$ cat src/rtl/decode_stage.sv
// RV32I decode stage: single-entry pipeline register between fetch and execute.
// Splits the fetched word into the registered decode bus and holds it across stalls.
module decode_stage #(
    parameter logic [31:0] RESET_PC = 32'h0000_0000
) (
    input  logic        clk,
    input  logic        rst,
    input  logic        in_valid,
    output logic        in_ready,
    input  logic [31:0] instr_in,
    input  logic [31:0] pc_in,
    input  logic        flush,
    output logic        out_valid,
    input  logic        out_ready,
    output logic [31:0] instr,
    output logic [31:0] pc_out,
    output logic [15:0] full_op_code,
    output logic [1:0]  rd_data_sel,
    output logic [4:0]  rs1_sel,
    output logic [4:0]  rs2_sel,
    output logic [4:0]  rd_sel,
    output logic [31:0] imm,
    output logic        illegal
);

    localparam int unsigned XLEN  = 32;
    localparam int unsigned REG_W = 5;
    localparam int unsigned FOP_W = 16;

    localparam logic [6:0] OPC_LUI      = 7'b0110111;
    localparam logic [6:0] OPC_AUIPC    = 7'b0010111;
    localparam logic [6:0] OPC_JAL      = 7'b1101111;
    localparam logic [6:0] OPC_JALR     = 7'b1100111;
    localparam logic [6:0] OPC_BRANCH   = 7'b1100011;
    localparam logic [6:0] OPC_LOAD     = 7'b0000011;
    localparam logic [6:0] OPC_STORE    = 7'b0100011;
    localparam logic [6:0] OPC_OP_IMM   = 7'b0010011;
    localparam logic [6:0] OPC_OP       = 7'b0110011;
    localparam logic [6:0] OPC_MISC_MEM = 7'b0001111;
    localparam logic [6:0] OPC_SYSTEM   = 7'b1110011;

    typedef struct packed {
        logic [FOP_W-1:0] full_op_code;
        logic [1:0]       rd_data_sel;
        logic [REG_W-1:0] rs1_sel;
        logic [REG_W-1:0] rs2_sel;
        logic [REG_W-1:0] rd_sel;
        logic [XLEN-1:0]  imm;
        logic             illegal;
    } dec_t;

    dec_t            dec_c;
    dec_t            bus_q;
    logic            accept_c;
    logic            b30_c;
    logic            b25_c;
    logic [6:0]      opc_c;
    logic [2:0]      f3_c;
    logic [XLEN-1:0] imm_i_c;
    logic [XLEN-1:0] imm_s_c;
    logic [XLEN-1:0] imm_b_c;
    logic [XLEN-1:0] imm_u_c;
    logic [XLEN-1:0] imm_j_c;

    assign opc_c   = instr_in[6:0];
    assign f3_c    = instr_in[14:12];
    assign imm_i_c = {{20{instr_in[31]}}, instr_in[31:20]};
    assign imm_s_c = {{20{instr_in[31]}}, instr_in[31:25], instr_in[11:7]};
    assign imm_b_c = {{19{instr_in[31]}}, instr_in[31], instr_in[7], instr_in[30:25], instr_in[11:8], 1'b0};
    assign imm_u_c = {instr_in[31:12], 12'b0};
    assign imm_j_c = {{11{instr_in[31]}}, instr_in[31], instr_in[19:12], instr_in[20], instr_in[30:21], 1'b0};

    assign in_ready = !rst && !flush && (!out_valid || out_ready);
    assign accept_c = in_valid && in_ready;

    // Combinational decode of the offered word; illegal opcodes zero every derived field.
    always_comb begin
        dec_c         = '0;
        b30_c         = 1'b0;
        b25_c         = 1'b0;
        dec_c.rd_sel  = instr_in[11:7];
        dec_c.rs1_sel = instr_in[19:15];
        unique case (opc_c)
            OPC_LUI: begin
                dec_c.rs1_sel     = '0;
                dec_c.imm         = imm_u_c;
                dec_c.rd_data_sel = 2'b11;
            end
            OPC_AUIPC: begin
                dec_c.rs1_sel = '0;
                dec_c.imm     = imm_u_c;
            end
            OPC_JAL: begin
                dec_c.rs1_sel     = '0;
                dec_c.imm         = imm_j_c;
                dec_c.rd_data_sel = 2'b10;
            end
            OPC_JALR: begin
                dec_c.imm         = imm_i_c;
                dec_c.rd_data_sel = 2'b10;
            end
            OPC_BRANCH: begin
                dec_c.rs2_sel = instr_in[24:20];
                dec_c.rd_sel  = '0;
                dec_c.imm     = imm_b_c;
            end
            OPC_LOAD: begin
                dec_c.imm         = imm_i_c;
                dec_c.rd_data_sel = 2'b01;
            end
            OPC_STORE: begin
                dec_c.rs2_sel = instr_in[24:20];
                dec_c.rd_sel  = '0;
                dec_c.imm     = imm_s_c;
            end
            OPC_OP_IMM: begin
                dec_c.imm = imm_i_c;
                b30_c     = (f3_c == 3'b001 || f3_c == 3'b101) ? instr_in[30] : 1'b0;
            end
            OPC_OP: begin
                dec_c.rs2_sel = instr_in[24:20];
                b30_c         = instr_in[30];
                b25_c         = instr_in[25];
            end
            OPC_MISC_MEM: dec_c.imm = imm_i_c;
            OPC_SYSTEM:   dec_c.imm = {20'b0, instr_in[31:20]};
            default: begin
                dec_c.illegal = 1'b1;
                dec_c.rd_sel  = '0;
                dec_c.rs1_sel = '0;
            end
        endcase
        dec_c.full_op_code = {4'b0, b30_c, b25_c, (dec_c.illegal ? 3'b0 : f3_c), opc_c};
    end

    // Pipeline register: load on accept, drop valid on consume or flush, hold otherwise.
    always_ff @(posedge clk or posedge rst) begin
        if (rst) begin
            out_valid <= 1'b0;
            instr     <= '0;
            pc_out    <= RESET_PC;
            bus_q     <= '0;
        end else if (accept_c) begin
            out_valid <= 1'b1;
            instr     <= instr_in;
            pc_out    <= pc_in;
            bus_q     <= dec_c;
        end else if (flush || out_ready) begin
            out_valid <= 1'b0;
        end
    end

    assign full_op_code = bus_q.full_op_code;
    assign rd_data_sel  = bus_q.rd_data_sel;
    assign rs1_sel      = bus_q.rs1_sel;
    assign rs2_sel      = bus_q.rs2_sel;
    assign rd_sel       = bus_q.rd_sel;
    assign imm          = bus_q.imm;
    assign illegal      = bus_q.illegal;

endmodule

$ cat config.mk
export PLATFORM = sky130hd
export DESIGN_NAME = decode_stage
export DESIGN_NICKNAME = d
export VERILOG_FILES = /design/src/rtl/decode_stage.sv
export SDC_FILE = /design/constraint.sdc
export NUM_CORES = 1
export LEC_CHECK = 0
export ABC_CLOCK_PERIOD_IN_PS = 3700
export CORE_MARGIN = 1
export CORE_UTILIZATION = 40
export DETAILED_ROUTE_END_ITERATION = 10
export PLACE_DENSITY = 0.77
export SETUP_SLACK_MARGIN = 0.02
export SLEW_MARGIN = 20
export SYNTH_ARGS = -nofsm -noshare
export SYNTH_HDL_FRONTEND = slang
export SYNTH_SLANG_ARGS = --single-unit
$ cat constraint.sdc
create_clock -name clk -period 3.7 [get_ports clk]
set_input_delay 0.37 -clock clk [delete_from_list [all_inputs] [get_ports clk]]
set_output_delay 0.37 -clock clk [all_outputs]
set_load 0.01 [all_outputs]
==> impl_metrics.env <==
export IMPL_fin_worst_skew_ps=5.896
export IMPL_die_area_um2=13450
export IMPL_finalSetupViolCount=0
export IMPL_worstSetupEndpointType="register"
export IMPL_grt_pass1_wl_mm=23.36
export IMPL_slew_headroom=0.4580
export IMPL_rr_startpoint="out_valid"
export IMPL_reg2reg_depth=5
export IMPL_ir_drop_mv=0.2793
export IMPL_drv_cap=0
export IMPL_clk_latency_ps=410
export IMPL_synth_warnings=0
export IMPL_start_kind="input pin"
export IMPL_grt_use_total=0.2320
export IMPL_period_share=0.6383
export IMPL_synth_largest_area_cell="dfrtp_1"
export IMPL_viasPerCell=5.091
export IMPL_cts_buffers=17
export IMPL_synth_most_common_cell="nand2_1"
export IMPL_avgRoutedWirePerCell_um=16.31
export IMPL_ys_types=50
export IMPL_p_leak_nw=3.548
export IMPL_yosysTopAreaCellShare=0.5780
export IMPL_r2r_end="imm[13]"
export IMPL_setup_worst_path_end="imm[28]"
export IMPL_final_antenna_net_count=0
export IMPL_grt_max_degree=59
export IMPL_cts_sinks=120
export IMPL_start_util=0.4117
export IMPL_crit_required_ps=4040
export IMPL_synth_edf_count=0
export IMPL_fin_cells=920
export IMPL_io_buffers=196
export IMPL_fmax_mhz=423.5
export IMPL_cp_arrival_ps=2700
export IMPL_antennaDiodeCount=0
export IMPL_cts_setup_buffers=0
export IMPL_path_clk_slew_ps=50
export IMPL_htreeDepth=4
export IMPL_startpoint="instr_in[3]"
export IMPL_synth_seq_area_share=0.5780
export IMPL_synthTopCellsByCount="nand2_1 (226), dfrtp_1 (120), a21oi_1 (32), a22o_1 (24), nor2_1 (14)"
export IMPL_grt_pass1_vias=4539
export IMPL_overflow=0
export IMPL_num_nets_final=805
export IMPL_min_path_type="input pin to async pin"
export IMPL_synth_ff_type="dfrtp_1"
export IMPL_syn_avg_cell_area_um2=9.360
export IMPL_drive_gt1_frac=0.07888
export IMPL_rows=41
export IMPL_crit_type="input pin to register"
export IMPL_status="completed"
export IMPL_p_per_area_nw_per_um2=503.3
export IMPL_place_hpwl_mm=10.65
export IMPL_vias=4684
export IMPL_antenna_found_initial=0
export IMPL_hold_buffers=0
export IMPL_io_pins=201
export IMPL_tritoncts="built"
export IMPL_rrSetupSlack_ps=1740
export IMPL_cp_max_fo=19
export IMPL_layout_min_cycle_time_ps=2362
export IMPL_chipWidth_um=116.0
export IMPL_dieHeight_um=116.0
export IMPL_fin_setup_tns_ps=0
export IMPL_first_pass_iters=5
export IMPL_core_um2=12620
export IMPL_rsz0062_at_grt="no"
export IMPL_power_w=0.003920
export IMPL_syn_to_final_growth_pct=49.93
export IMPL_clockBufferDepth=2
export IMPL_drc=0
export IMPL_async_reset_ff_frac=1.000
export IMPL_worst_pin_slew_ps=810.4
export IMPL_synth_area_leaders="dfrtp_1 (58%), nand2_1 (16%), a22o_1 (4.0%)"
export IMPL_place_inst=889
export IMPL_syn_instance_count=555
export IMPL_clock_root_buffer="clkbuf_16"
export IMPL_synth_seq_cells=120
export IMPL_cts_repair_resized=0
export IMPL_netlist_area_um2=5195
export IMPL_place_congestion=0.8298
export IMPL_first_iter_violations=274
export IMPL_drv_slew=0
export IMPL_finalHoldViolations=0
export IMPL_routed_wl_mm=15.00
layout make-up:
type / instances / area [µm²]
multi-input combinational: 389 / 1952
inverter: 5 / 21.27
clock buffer: 23 / 488.0
timing repair buffer: 203 / 2014
clock inverter: 8 / 95.09
sequential: 120 / 3003
tap: 172 / 215.2
fill: 1092 / 4831
per-layer routing:
layer / global-route usage / wire (µm)
met1: 0.2939 / 6359
met2: 0.3778 / 7413
met3: 0.06015 / 922
met4: 0.09658 / 306
met5: 0 / 0
through the flow:
| stage | area, µm² | hold WS [ps] | util | worst slack [ps] |
|---|---|---|---|---|
| 5_1_grt | 7789 | 486.4 | 0.6172 | 1118 |
| 4_1_cts | 7789 | 469.7 | 0.6172 | 1357 |
| 6_report | 7789 | 453.8 | 0.6172 | 1338 |
| 3_3_place_gp | 7206 | 456.7 | 0.5710 | 1002 |
| 2_1_floorplan | 5206 | 475.4 | - | 144.2 |
| 3_5_place_dp | 7206 | 461.1 | 0.5710 | 959.4 |
sequential cells by signal, indices dropped and copies added, names as in the netlist:
register and cells:
full_op_code 5, illegal 1, rs2_sel 5, out_valid 1
imm 32, rd_sel 5, rs1_sel 5, pc_out 32
instr 32, rd_data_sel 2
critical path, cell delays in order:
cell and delay (ps):
clkdlybuf4s50_1 760, or2_4 440, a211o_1 280, a31oi_2 570, a21oi_1 130, o21ai_2 140
cell usage in the layout (no fill, tap or decap), drive strengths merged, types with 5 or more instances in the layout:
master / Yosys / routed
dfrtp: 120 / 120
clkbuf: 10 / 23
a22o: 24 / 24
buf: 34 / 7
a21oi: 32 / 32
clkdlybuf4s50: 0 / 196
inv: 5 / 5
nand2b: 5 / 5
nor2: 17 / 17
o21ai: 26 / 26
and3: 6 / 6
nand2: 227 / 227
report_power, final:
| part | switching (W) | internal (W) |
|---|---|---|
| Sequential | 0.0000837 | 0.00146 |
| Combinational | 0.000348 | 0.000413 |
| Clock | 0.000560 | 0.00105 |
worst min-delay path by stage:
stage | from | endpoint | slack [ps] | cells past startpoint
4_1_cts | pc_in[11] | pc_out[11] | 470 | 3
5_1_grt | pc_in[19] | pc_out[19] | 490 | 3
3_5_place_dp | pc_out[7] | pc_out[7] | 460 | 2
3_3_place_gp | pc_out[29] | pc_out[29] | 460 | 2
2_1_floorplan | instr_in[0] | instr[0] | 480 | 2
6_report | rst | out_valid | 450 | 2
logic make-up (layout without fill, tap and decap cells):
logic type / Yosys count / count (layout) / synth area share
simple gates: 274 / 274 / 0.2165
buf+inv: 49 / 239 / 0.05130
compound gates: 108 / 108 / 0.1476
other cells: 1 / 4 / 0.0007219
mux: 3 / 3 / 0.005781
flops: 120 / 120 / 0.5780
No activity file was read; power rests on OpenSTA's default activity.
